==> src/rtl/hs_send_fifo_ctrl.sv <==
// Source-domain sender for a req/ack CDC handshake: DEPTH-entry word FIFO,
// held-stable data bus, two- or four-phase request, internal b_ack synchroniser.
module hs_send_fifo_ctrl #(
  parameter int WIDTH_D     = 8,
  parameter int DEPTH       = 4,
  parameter int SYNC_STAGES = 2,
  parameter int MODE        = 0
) (
  input  logic                     aclk,
  input  logic                     arst_n,
  input  logic [WIDTH_D-1:0]       adata,
  input  logic                     asend,
  output logic                     aready,
  input  logic                     b_ack,
  output logic                     a_req,
  output logic [WIDTH_D-1:0]       dout,
  output logic [$clog2(DEPTH):0]   a_level,
  output logic                     a_idle,
  output logic                     a_err
);

  localparam int AW = $clog2(DEPTH);
  localparam int LW = AW + 1;
  localparam logic [LW-1:0] FULL_LVL = LW'(DEPTH);

  typedef enum logic [1:0] {S_IDLE, S_LOAD, S_REQ, S_REL} state_t;

  state_t                  r_state, w_state_nxt;
  logic [WIDTH_D-1:0]      r_mem [DEPTH];
  logic [AW-1:0]           r_wr_ptr, r_rd_ptr;
  logic [LW-1:0]           r_level, w_level_nxt;
  logic                    r_aready, r_err;
  logic                    r_req, w_req_nxt;
  logic [WIDTH_D-1:0]      r_dout;
  logic [SYNC_STAGES-1:0]  r_ack_sync;
  logic                    w_ack_s, w_wr, w_pop;

  assign w_wr    = asend & r_aready;
  assign w_ack_s = r_ack_sync[SYNC_STAGES-1];

  // b_ack is asynchronous to aclk; only this chain ever samples it.
  // NOTE: sequential state uses non-blocking (<=) so every flop samples pre-edge values.
  always_ff @(posedge aclk or negedge arst_n) begin
    if (!arst_n) r_ack_sync <= '0;
    else         r_ack_sync <= {r_ack_sync[SYNC_STAGES-2:0], b_ack};
  end

  // NOTE: the storage array is not reset; validity is tracked by the pointers and level.
  always_ff @(posedge aclk) begin
    if (w_wr) r_mem[r_wr_ptr] <= adata;
  end

  always_comb begin
    w_level_nxt = r_level;
    case ({w_wr, w_pop})
      2'b10:   w_level_nxt = r_level + 1'b1;
      2'b01:   w_level_nxt = r_level - 1'b1;
      default: w_level_nxt = r_level;
    endcase
  end

  always_ff @(posedge aclk or negedge arst_n) begin
    if (!arst_n) begin
      r_wr_ptr <= '0;
      r_rd_ptr <= '0;
      r_level  <= '0;
      r_aready <= 1'b1;
      r_err    <= 1'b0;
    end else begin
      if (w_wr)  r_wr_ptr <= r_wr_ptr + 1'b1;
      if (w_pop) r_rd_ptr <= r_rd_ptr + 1'b1;
      r_level  <= w_level_nxt;
      r_aready <= (w_level_nxt != FULL_LVL);
      if (asend && !r_aready) r_err <= 1'b1;
    end
  end

  always_ff @(posedge aclk or negedge arst_n) begin
    if (!arst_n) r_state <= S_IDLE;
    else         r_state <= w_state_nxt;
  end

  // NOTE: every combinational output gets a default first so no latch is inferred.
  always_comb begin
    w_state_nxt = r_state;
    case (r_state)
      S_IDLE: if (r_level != '0) w_state_nxt = S_LOAD;
      S_LOAD: w_state_nxt = S_REQ;
      S_REQ: begin
        if (MODE == 0) begin
          if (w_ack_s == r_req) w_state_nxt = S_IDLE;
        end else if (w_ack_s) begin
          w_state_nxt = S_REL;
        end
      end
      S_REL:   if (!w_ack_s) w_state_nxt = S_IDLE;
      default: w_state_nxt = S_IDLE;
    endcase
  end

  // Two-phase flips a_req per word; four-phase raises it at LOAD and drops it on ack.
  always_comb begin
    w_pop     = 1'b0;
    w_req_nxt = r_req;
    case (r_state)
      S_IDLE:  w_pop = (r_level != '0);
      S_LOAD:  w_req_nxt = (MODE == 0) ? ~r_req : 1'b1;
      S_REQ:   if (MODE != 0 && w_ack_s) w_req_nxt = 1'b0;
      default: w_req_nxt = r_req;
    endcase
  end

  // dout only moves on the IDLE->LOAD edge, so it is stable for the whole transfer.
  always_ff @(posedge aclk or negedge arst_n) begin
    if (!arst_n) begin
      r_req  <= 1'b0;
      r_dout <= '0;
    end else begin
      r_req <= w_req_nxt;
      if (w_pop) r_dout <= r_mem[r_rd_ptr];
    end
  end

  assign aready  = r_aready;
  assign a_req   = r_req;
  assign dout    = r_dout;
  assign a_level = r_level;
  assign a_err   = r_err;
  assign a_idle  = (r_state == S_IDLE) && (r_level == '0);

endmodule

==> config.mk <==
export PLATFORM = sky130hd
export DESIGN_NAME = hs_send_fifo_ctrl
export DESIGN_NICKNAME = d
export VERILOG_FILES = /design/src/rtl/hs_send_fifo_ctrl.sv
export SDC_FILE = /design/constraint.sdc
export NUM_CORES = 1
export LEC_CHECK = 0
export ABC_AREA = 0
export BUFFER_PORTS_ARGS = -buffer_cell sky130_fd_sc_hd__buf_2
export CORE_MARGIN = 2
export CORE_UTILIZATION = 56
export DETAILED_ROUTE_END_ITERATION = 7
export PLACE_DENSITY_LB_ADDON = 0.1
export SYNTH_ARGS = -nofsm -noshare
export SYNTH_HDL_FRONTEND = slang
export SYNTH_SLANG_ARGS = --single-unit
==> constraint.sdc <==
create_clock -name aclk -period 2.7 [get_ports aclk]
set_clock_uncertainty 0.2 [all_clocks]
set_input_delay 0.54 -clock aclk [delete_from_list [all_inputs] [get_ports aclk]]
set_output_delay 0.54 -clock aclk [all_outputs]
set_load 0.01 [all_outputs]
After elaboration in Yosys (flattened, before gate mapping)

Memories as Yosys holds them, arrays and structs flattened. A register that Yosys moved wholly into a read port is not among the register bits.
Index checks and enable logic that the tools add are counted.

Register bits: 14
Memory bits (writable): 32
Word-level logic and storage cells: 41
Memories kept: 1

Memories:

| memory | words | bits a word | rd ports | clocked after memory_dff | wr ports | RTL line | RTL |
|---|---|---|---|---|---|---|---|
| r_mem  | 4     | 8           | 1        | 1                        | 1        | 29       | `logic [WIDTH_D-1:0] r_mem [DEPTH];` |

Add/sub/neg operators: 4
Equality and inequality tests: 10
Multiplexer cells: 8
Bitwise gates (word level): 2
Reductions and logical operators: 8

Operators by type and width:

| operator              | count |
|---|---|
| $pmux W2 S4           | 1 |
| $eq A2 B2 Y1 const B  | 3 |
| $mux W2               | 3 |
| $ne A2 B2 Y1 const B  | 3 |
| $pmux W3 S2           | 1 |
| $add A2 B1 Y2 const B | 2 |
| $eq A2 B1 Y1 const B  | 2 |
| $add A3 B1 Y3 const B | 1 |
| $logic_not A3 Y1      | 1 |
| $mux W1               | 3 |
| $ne A3 B3 Y1 const B  | 1 |
| $reduce_and A3 Y1     | 1 |
| $reduce_bool A3 Y1    | 1 |
| $sub A3 B1 Y3 const B | 1 |
| $logic_and A1 B1 Y1   | 2 |
| $logic_not A1 Y1      | 2 |
| $logic_not A2 Y1      | 1 |
| $and A1 B1 Y1         | 1 |
| $eq A1 B1 Y1          | 1 |
| $not A1 Y1            | 1 |

Depth between registers and ports, before layout

Gate-level depths: netlist of run 1.

Depth after elaboration: 5
Depth in mapped cells: 10
Depth with buffers taken out: 9

Worst setup path after synthesis of run 1

OpenSTA, ideal clock, no wires.

Path kind: register to register
Start: register r_level[0], in the netlist a_level[0]
End: register r_aready, in the netlist aready
Data arrival time: 2188 ps
Required time: 2418 ps
Path slack: 230 ps
Cell stages (with the launch flop): 11
Buffers on the path: 1
Path through: dfrtp_1 -> or3_4 -> nand2_1 -> clkbuf_8 -> inv_1 -> ha_1 -> inv_1 -> fa_1 -> xor2_1 -> or3_1 -> a211o_1

Word-level cells in the longest chain between the ends: 5
Elaborated cells on any way between the ends: 8
Classes of those cells: add/sub: 2; eq/ne: 3; mux: 2; reduce/logical: 1

RTL lines:

| item                                                | RTL line | RTL |
|---|---|---|
| start: declaration                                  | 31       | `logic [LW-1:0] r_level, w_level_nxt;` |
| start signal: assignment                            | 72       | `r_level <= w_level_nxt;` |
| $reduce_bool A3 Y1 (*)                              | 106      | `S_IDLE: w_pop = (r_level != '0);` |
| $mux W1 (*)                                         | 105      | `case (r_state)` |
| via w_pop                                           | 36       | `logic w_ack_s, w_wr, w_pop;` |
| $eq A2 B1 Y1 / $eq A2 B2 Y1 (equally long branches) | 55       | `case ({w_wr, w_pop})` |
| $pmux W3 S2 (*)                                     | 55       |  |
| $ne A3 B3 Y1 (*)                                    | 73       | `r_aready <= (w_level_nxt != FULL_LVL);` |
| end signal: assignment                              | 73       |  |
| end: declaration                                    | 32       | `logic r_aready, r_err;` |

The timed path passes the listed nets; every way through them passes the cells marked *.
A chain may end at the register's enable or synchronous reset.

Final worst setup path of run 1

Start: register r_state[1]
End: register r_aready, in the netlist aready

Word-level cells in the longest chain between the ends: 5
Elaborated cells on any way between the ends: 6
Classes of those cells: eq/ne: 3; mux: 2; reduce/logical: 1

RTL lines:

| item                                                | RTL line | RTL |
|---|---|---|
| start: declaration                                  | 28       | `state_t r_state, w_state_nxt;` |
| start signal: assignment                            | 80       | `else r_state <= w_state_nxt;` |
| $logic_not A2 Y1 (*)                                | 105      |  |
| $mux W1 (*)                                         | 105      |  |
| via w_pop                                           | 36       |  |
| $eq A2 B1 Y1 / $eq A2 B2 Y1 (equally long branches) | 55       |  |
| $pmux W3 S2 (*)                                     | 55       |  |
| $ne A3 B3 Y1 (*)                                    | 73       |  |

Marks and branches as above.

==> results of run 1 <==
==> per-stage QoR <==
| stage | cell area (sq um) | utilization |
|---|---|---|
| after floorplan | 2130 | - |
| after global placement | 2300 | 0.627 |
| after detailed placement | 2300 | 0.627 |
| after CTS | 2430 | 0.665 |
| after global routing | 2430 | 0.665 |
| final | 2430 | 0.665 |
==> power breakdown <==
part	switching, mW	total, mW	internal (mW)
combinational	0.408	0.891	0.483
sequential	0.194	1.33	1.14
clock	0.253	0.624	0.371
total	0.855	2.85	1.99
==> final cells by class <==
| cell class | count | area [sq um] |
|---|---|---|
| flip-flops and latches | 54 | 1510 |
| fillers | 254 | 1230 |
| multi-input cells | 52 | 556 |
| repair buffers | 27 | 138 |
| clock buffers | 5 | 68.8 |
| clock inverters | 3 | 68.8 |
| well taps | 48 | 60.1 |
| inverters | 8 | 30.0 |
==> path summary, 6_finish.rpt <==
path                                    start       endpoint  slack (ns)  cells past startpoint
max in group asynchronous              arst_n         aready        1.94                      1
worst min-delay path                   arst_n    r_rd_ptr[0]      -0.005                      1
worst max register to register     r_state[1]         aready        0.24                      9
worst max-delay path               r_state[1]         aready        0.24                      9
min in group aclk                       b_ack  r_ack_sync[0]        0.14                      1
worst min register to register  r_ack_sync[0]  r_ack_sync[1]        0.17                      0
==> critical path, stage by stage (launching register included) <==
cell and delay, ns:
sky130_fd_sc_hd__dfrtp_1 0.44, sky130_fd_sc_hd__nor2_1 0.18, sky130_fd_sc_hd__nand2_1 0.09, sky130_fd_sc_hd__inv_1 0.08, sky130_fd_sc_hd__ha_1 0.17, sky130_fd_sc_hd__inv_1 0.06, sky130_fd_sc_hd__fa_1 0.37, sky130_fd_sc_hd__xor2_1 0.16
sky130_fd_sc_hd__or3_1 0.32, sky130_fd_sc_hd__a211o_1 0.31
==> sequential cells by signal, summed over array words and instances, names as in the netlist <==
name	flops
r_mem	32
dout	8
a_level	3
r_ack_sync	2
r_rd_ptr	2
r_state	2
r_wr_ptr	2
a_err	1
a_req	1
aready	1
==> synth_stat cells, drive strengths merged <==
master	number
buf	1
ha	5
fa	1
edfxtp	32
inv	8
a21o	1
a21oi	1
mux2i	1
nor2	1
mux4	8
a31oi	1
nand3	2
mux2	9
dfstp	1
a211o	1
clkbuf	2
xnor2	5
nand2	5
and3	4
dfrtp	21
nor3	1
nand2b	2
or3	2
o21ai	1
xor2	1
==> layer usage <==
layer | vias to the layer above | GRT usage | routed length (microns)
met5 | - | 0 | 0
met4 | 0 | 0.0625 | 49
met3 | 6 | 0.0599 | 162
met2 | 24 | 0.289 | 1710
met1 | 555 | 0.232 | 1360
li1 | 487 | - | -
==> cells by family (layout without fill, tap and decap cells) <==
logic type	count (synthesis)	count (layout)	share of synthesized area
AO/OA/AOI/OAI	5	5	0.0153
XOR/XNOR	6	6	0.0247
adder cells (fa/ha/maj)	6	6	0.0388
buffers and inverters	11	43	0.0276
flip-flops	54	54	0.711
multiplexers	18	18	0.139
AND/OR/NAND/NOR	17	17	0.0435
==> load_flow_metrics.sql, run 1 <==
INSERT INTO impl_metrics (metric_group, metric, value, unit) VALUES
('synthesis', 'syn_avg_cell_area', '18.2', 'sq um'),
('synthesis', 'synthesis.instances', '117', ''),
('outcome', 'violations_in_the_final_reports', 'negative hold slack', ''),
('routing', 'viasPerCell', '5.44', ''),
('routing', 'route.detailed.drc', '0', ''),
('final_layout', 'nNetsFinal', '166', ''),
('critical_path', 'worstPathRequired', '2.73', 'ns'),
('routing', 'detailroute.via_count', '1072', ''),
('clock_tree', 'cts_max_level', '2', ''),
('synthesis', 'unique_cell_type_count_in_the_yosys_netlist', '28', ''),
('global_routing', 'grt_pass1_vias', '1086', ''),
('job', 'maxCapViolations', '0', ''),
('placement', 'port_bufs', '26', ''),
('clock_tree', 'tritoncts_clock_tree', 'done', ''),
('power_and_ir_drop', 'leakage', '0.992', 'nW'),
('sta', 'setup_violations', '0', ''),
('synthesis', 'yosysTopAreaCellShare', '0.452', ''),
('power_and_ir_drop', 'power.total', '2.85', 'mW'),
('power_and_ir_drop', 'power_per_cell_area', '1170', 'mW/mm^2'),
('routing', 'drt-pass1-iter-count', '4', ''),
('global_routing', 'antenna_found_initial', '0', ''),
('routing', 'drt_first_iter_violations', '40', ''),
('critical_path', 'worst_setup_path_start_kind', 'flop', ''),
('routing', 'wl_per_cell', '16.7', 'microns'),
('clock_tree', 'cts_root_buf', 'sky130_fd_sc_hd__clkbuf_8', ''),
('synthesis', 'synth-seq-area-share', '0.711', ''),
('final_layout', 'layout_common_cells', 'sky130_fd_sc_hd__edfxtp_1, sky130_fd_sc_hd__buf_2, sky130_fd_sc_hd__dfrtp_1', ''),
('clock_tree', 'holdBufCountCts', '0', ''),
('floorplan', 'placeableCoreArea', '0.00366', 'sq mm'),
('critical_path', 'cp.arrival', '2.49', 'ns'),
('global_routing', 'globalRouteOverflowTotal', '0', ''),
('routing', 'wl', '3280', 'microns'),
('sta', 'timing.max_slew.rel_slack', '0.620', ''),
('clock_tree', 'clk-insertion-delay-late', '0.30', 'ns'),
('sta', 'hold_viol', '14', ''),
('critical_path', 'worst_setup_path_end_kind', 'flop', ''),
('floorplan', 'rows', '22', ''),
('sta', 'finalSetupTns', '0', 'ns'),
('synthesis', 'synth.cell_area', '0.00213', 'sq mm'),
('sta', 'report.final.slew_viol_count', '0', ''),
('clock_tree', 'cts-buffers-inserted', '5', ''),
('floorplan', 'dieWidth', '65.6', 'microns'),
('clock_tree', 'cts_num_sinks', '54', ''),
('synthesis', 'synth-warning-count', '0', ''),
('synthesis', 'syn_nets', '135', ''),
('routing', 'ant_nets', '0', ''),
('global_routing', 'groute.usage.overall', '0.181', ''),
('floorplan', 'fp.dieArea', '0.00431', 'sq mm'),
('placement', 'place.detailed.hpwl', '2260', 'microns'),
('clock_tree', 'post_cts_buffers', '0', ''),
('critical_path', 'path_max_fanout', '6', ''),
('final_layout', 'antenna_cells', '0', ''),
('synthesis', 'yosys-top-cells-area', 'sky130_fd_sc_hd__edfxtp_1, sky130_fd_sc_hd__dfrtp_1, sky130_fd_sc_hd__mux4_2', ''),
('min_path', 'hold_path.class', 'in2async', ''),
('final_layout', 'drive_above_1_share', '0.362', ''),
('critical_path', 'critical_path_class', 'reg2reg', ''),
('sta', 'finalCritPeriodShare', '0.910', ''),
('sta', 'setup_ws_final', '0.243', 'ns'),
('final_layout', 'flow.area_growth_from_synthesis', '14.4', '%'),
('floorplan', 'design.portCount', '27', ''),
('outcome', 'status', 'finished with violations', ''),
('global_routing', 'largest_net_degree_at_the_start_of_global_routing', '23', ''),
('synthesis', 'netlist.top_cell.by_area', 'sky130_fd_sc_hd__edfxtp_1', ''),
('placement', 'place.detailed.instances', '189', ''),
('placement', 'gp_routability_congestion', '0.660', ''),
('sta', 'clock.fmax', '407', 'MHz'),
('sta', 'timing_worst_slew_pin_value', '0.570', 'ns'),
('synthesis', 'ys_ff_latch', '54', ''),
('sta', 'final_hold_slack', '-0.00454', 'ns'),
('global_routing', 'grt_pass1_wl', '5490', 'microns'),
('clock_tree', 'clkTransAtPathRegs', '0.09', 'ns'),
('clock_tree', 'clock_tree.buffer_depth', '2', ''),
('final_layout', 'leading_cell_type_in_the_layout_fill_and_taps_excluded', 'sky130_fd_sc_hd__edfxtp_1', ''),
('floorplan', 'initial_utilization', '0.581', ''),
('sta', 'grt_setup_unrepaired', 'no', ''),
('power_and_ir_drop', 'irDropWorstVdd', '0.000639', 'V'),
('final_layout', 'final-instance-count-excl-fill', '197', ''),
('placement', 'dpl_worst_slack', '0.213', 'ns'),
('sta', 'layout_min_cycle_time', '2.46', 'ns'),
('clock_tree', 'post_cts_resize_count', '0', ''),
('floorplan', 'floorplan.die.height', '65.6', 'microns');
Note: power is estimated with default switching activity, not from simulation.
==> run 2: changes to the inputs <==
--- a/config.mk
+++ b/config.mk
@@ -11,6 +11,7 @@
 export CORE_UTILIZATION = 56
 export DETAILED_ROUTE_END_ITERATION = 7
 export PLACE_DENSITY_LB_ADDON = 0.1
+export RECOVER_POWER = 50
 export SYNTH_ARGS = -nofsm -noshare
 export SYNTH_HDL_FRONTEND = slang
 export SYNTH_SLANG_ARGS = --single-unit
==> run 2 against run 1 <==
Net effect: the run now ends clean; final area fell by 0.46%; maximum frequency rose by 0.21%; clock-buffer cell count did not move; wire length about the same; largest cell class unchanged; highest routed layer unchanged.
==> load_flow_metrics.sql, run 2 (synthesized netlist as in run 1, its figures left out) <==
INSERT INTO impl_metrics (metric_group, metric, value, unit) VALUES
('global_routing', 'largest_net_degree_at_the_start_of_global_routing', '23', ''),
('clock_tree', 'clkTransAtPathRegs', '0.09', 'ns'),
('global_routing', 'use_met3', '0.0599', ''),
('floorplan', 'dieWidth', '65.6', 'microns'),
('power_and_ir_drop', 'power_per_cell_area', '1170', 'mW/mm^2'),
('final_layout', 'largest_reg_flops', '32', ''),
('clock_tree', 'holdBufCountCts', '0', ''),
('sta', 'hold_viol', '0', ''),
('placement', 'place.detailed.hpwl', '2260', 'microns'),
('power_and_ir_drop', 'leakage', '0.966', 'nW'),
('final_layout', 'nNetsFinal', '166', ''),
('placement', 'gp_routability_congestion', '0.660', ''),
('job', 'maxCapViolations', '0', ''),
('routing', 'ant_nets', '0', ''),
('critical_path', 'worstPathRequired', '2.74', 'ns'),
('global_routing', 'grt_pass1_wl', '5490', 'microns'),
('final_layout', 'flow.area_growth_from_synthesis', '13.9', '%'),
('routing', 'detailroute.via_count', '1073', ''),
('clock_tree', 'cts_root_buf', 'sky130_fd_sc_hd__clkbuf_8', ''),
('clock_tree', 'clk-insertion-delay-late', '0.30', 'ns'),
('global_routing', 'groute.usage.overall', '0.181', ''),
('critical_path', 'path_max_fanout', '6', ''),
('power_and_ir_drop', 'irDropWorstVdd', '0.000639', 'V'),
('global_routing', 'globalRouteOverflowTotal', '0', ''),
('final_layout', 'final_core_utilization', '0.662', ''),
('routing', 'wl_per_cell', '16.7', 'microns'),
('floorplan', 'placeableCoreArea', '0.00366', 'sq mm'),
('global_routing', 'gr-max-usage-layer', 'met2', ''),
('global_routing', 'grt_util_met2', '0.289', ''),
('critical_path', 'cp.arrival', '2.49', 'ns'),
('routing', 'route.detailed.drc', '0', ''),
('floorplan', 'floorplan.die.height', '65.6', 'microns'),
('critical_path', 'worst_setup_path_end_kind', 'flop', ''),
('min_path', 'hold_path.class', 'in2reg', ''),
('sta', 'layout_min_cycle_time', '2.45', 'ns'),
('sta', 'clock.fmax', '408', 'MHz'),
('global_routing', 'antenna_found_initial', '0', ''),
('clock_tree', 'post_cts_buffers', '0', ''),
('floorplan', 'rows', '22', ''),
('sta', 'timing_worst_slew_pin_value', '1.24', 'ns'),
('routing', 'drt_first_iter_violations', '42', ''),
('routing', 'wl', '3280', 'microns'),
('sta', 'grt_setup_unrepaired', 'no', ''),
('sta', 'timing.max_slew.rel_slack', '0.176', ''),
('final_layout', 'antenna_cells', '0', ''),
('floorplan', 'initial_utilization', '0.581', ''),
('sta', 'finalSetupTns', '0', 'ns'),
('sta', 'report.final.slew_viol_count', '0', ''),
('final_layout', 'leading_cell_type_in_the_layout_fill_and_taps_excluded', 'sky130_fd_sc_hd__edfxtp_1', ''),
('critical_path', 'worst_setup_path_start_kind', 'flop', ''),
('clock_tree', 'cts_num_sinks', '54', ''),
('floorplan', 'design.portCount', '27', ''),
('global_routing', 'grt_pass1_vias', '1086', ''),
('clock_tree', 'cts_max_level', '2', ''),
('critical_path', 'r2r_slack', '0.25', 'ns'),
('routing', 'viasPerCell', '5.45', ''),
('sta', 'finalCritPeriodShare', '0.908', ''),
('clock_tree', 'post_cts_resize_count', '0', ''),
('final_layout', 'regMostFlops', 'r_mem', ''),
('clock_tree', 'cts-buffers-inserted', '5', ''),
('placement', 'port_bufs', '26', ''),
('clock_tree', 'clock_tree.buffer_depth', '2', ''),
('final_layout', 'layout_common_cells', 'sky130_fd_sc_hd__edfxtp_1, sky130_fd_sc_hd__dfrtp_1, sky130_fd_sc_hd__buf_2', ''),
('critical_path', 'critical_path_class', 'reg2reg', ''),
('floorplan', 'fp.dieArea', '0.00431', 'sq mm'),
('global_routing', 'grt_util_met1', '0.232', ''),
('routing', 'drt-pass1-iter-count', '4', ''),
('outcome', 'status', 'completed', ''),
('final_layout', 'drive_above_1_share', '0.295', ''),
('sta', 'setup_violations', '0', ''),
('power_and_ir_drop', 'power.total', '2.84', 'mW'),
('clock_tree', 'tritoncts_clock_tree', 'done', '');
## run 2: cell count changes in the layout (fill, tap and decap cells not counted), sizes merged
| cell | delta |
|---|---|
| clkbuf | +9 |
| buf | -9 |
## run 2: worst paths after layout
path                                from       endpoint  cells past startpoint
hold / removal                     b_ack  r_ack_sync[0]                      1
setup reg to reg              r_state[1]         aready                      9
max in group asynchronous         arst_n        dout[0]                      1
min in group asynchronous         arst_n    r_rd_ptr[0]                      1
setup / recovery              r_state[1]         aready                      9
hold reg to reg            r_ack_sync[0]  r_ack_sync[1]                      0
## run 2: final cells by class
cell class	count	area (sq um)
fill	260	1240
clock inverter	3	68.8
clock buffer	5	68.8
timing repair buffer	27	126
multi-input combinational	52	556
inverter	8	30.0
tap	48	60.1
sequential	54	1510
## run 2: power by group
part / internal (mW) / switching (mW) / leakage (nW)
logic: 0.481 / 0.407 / 0.352
clock network: 0.371 / 0.253 / 0.0683
registers: 1.14 / 0.194 / 0.546
total: 1.99 / 0.854 / 0.966
## run 2: metrics by stage
stage               hold WS, ns  area [sq um]  setup WS [ns]  cells
floorplan                0.0444          2130          0.230    117
global placement          0.135          2300          0.272    189
detailed placement        0.150          2300          0.213    189
CTS                     0.00927          2430          0.256    197
global route              0.125          2420          0.134    197
finish                    0.143          2420          0.249    197
## run 2: critical path, stage by stage (launching register included)
cell and delay [ns]:
sky130_fd_sc_hd__dfrtp_1 0.45, sky130_fd_sc_hd__nor2_1 0.18, sky130_fd_sc_hd__nand2_1 0.09, sky130_fd_sc_hd__inv_1 0.08, sky130_fd_sc_hd__ha_1 0.17, sky130_fd_sc_hd__inv_1 0.06, sky130_fd_sc_hd__fa_1 0.37, sky130_fd_sc_hd__xor2_1 0.16
sky130_fd_sc_hd__or3_1 0.32, sky130_fd_sc_hd__a211o_1 0.30
## run 2: per-layer routing
layer  part of all wire  wire length, microns
met1               0.42                  1370
met2               0.52                  1690
met3              0.051                   166
met4              0.015                    49
met5                  0                     0
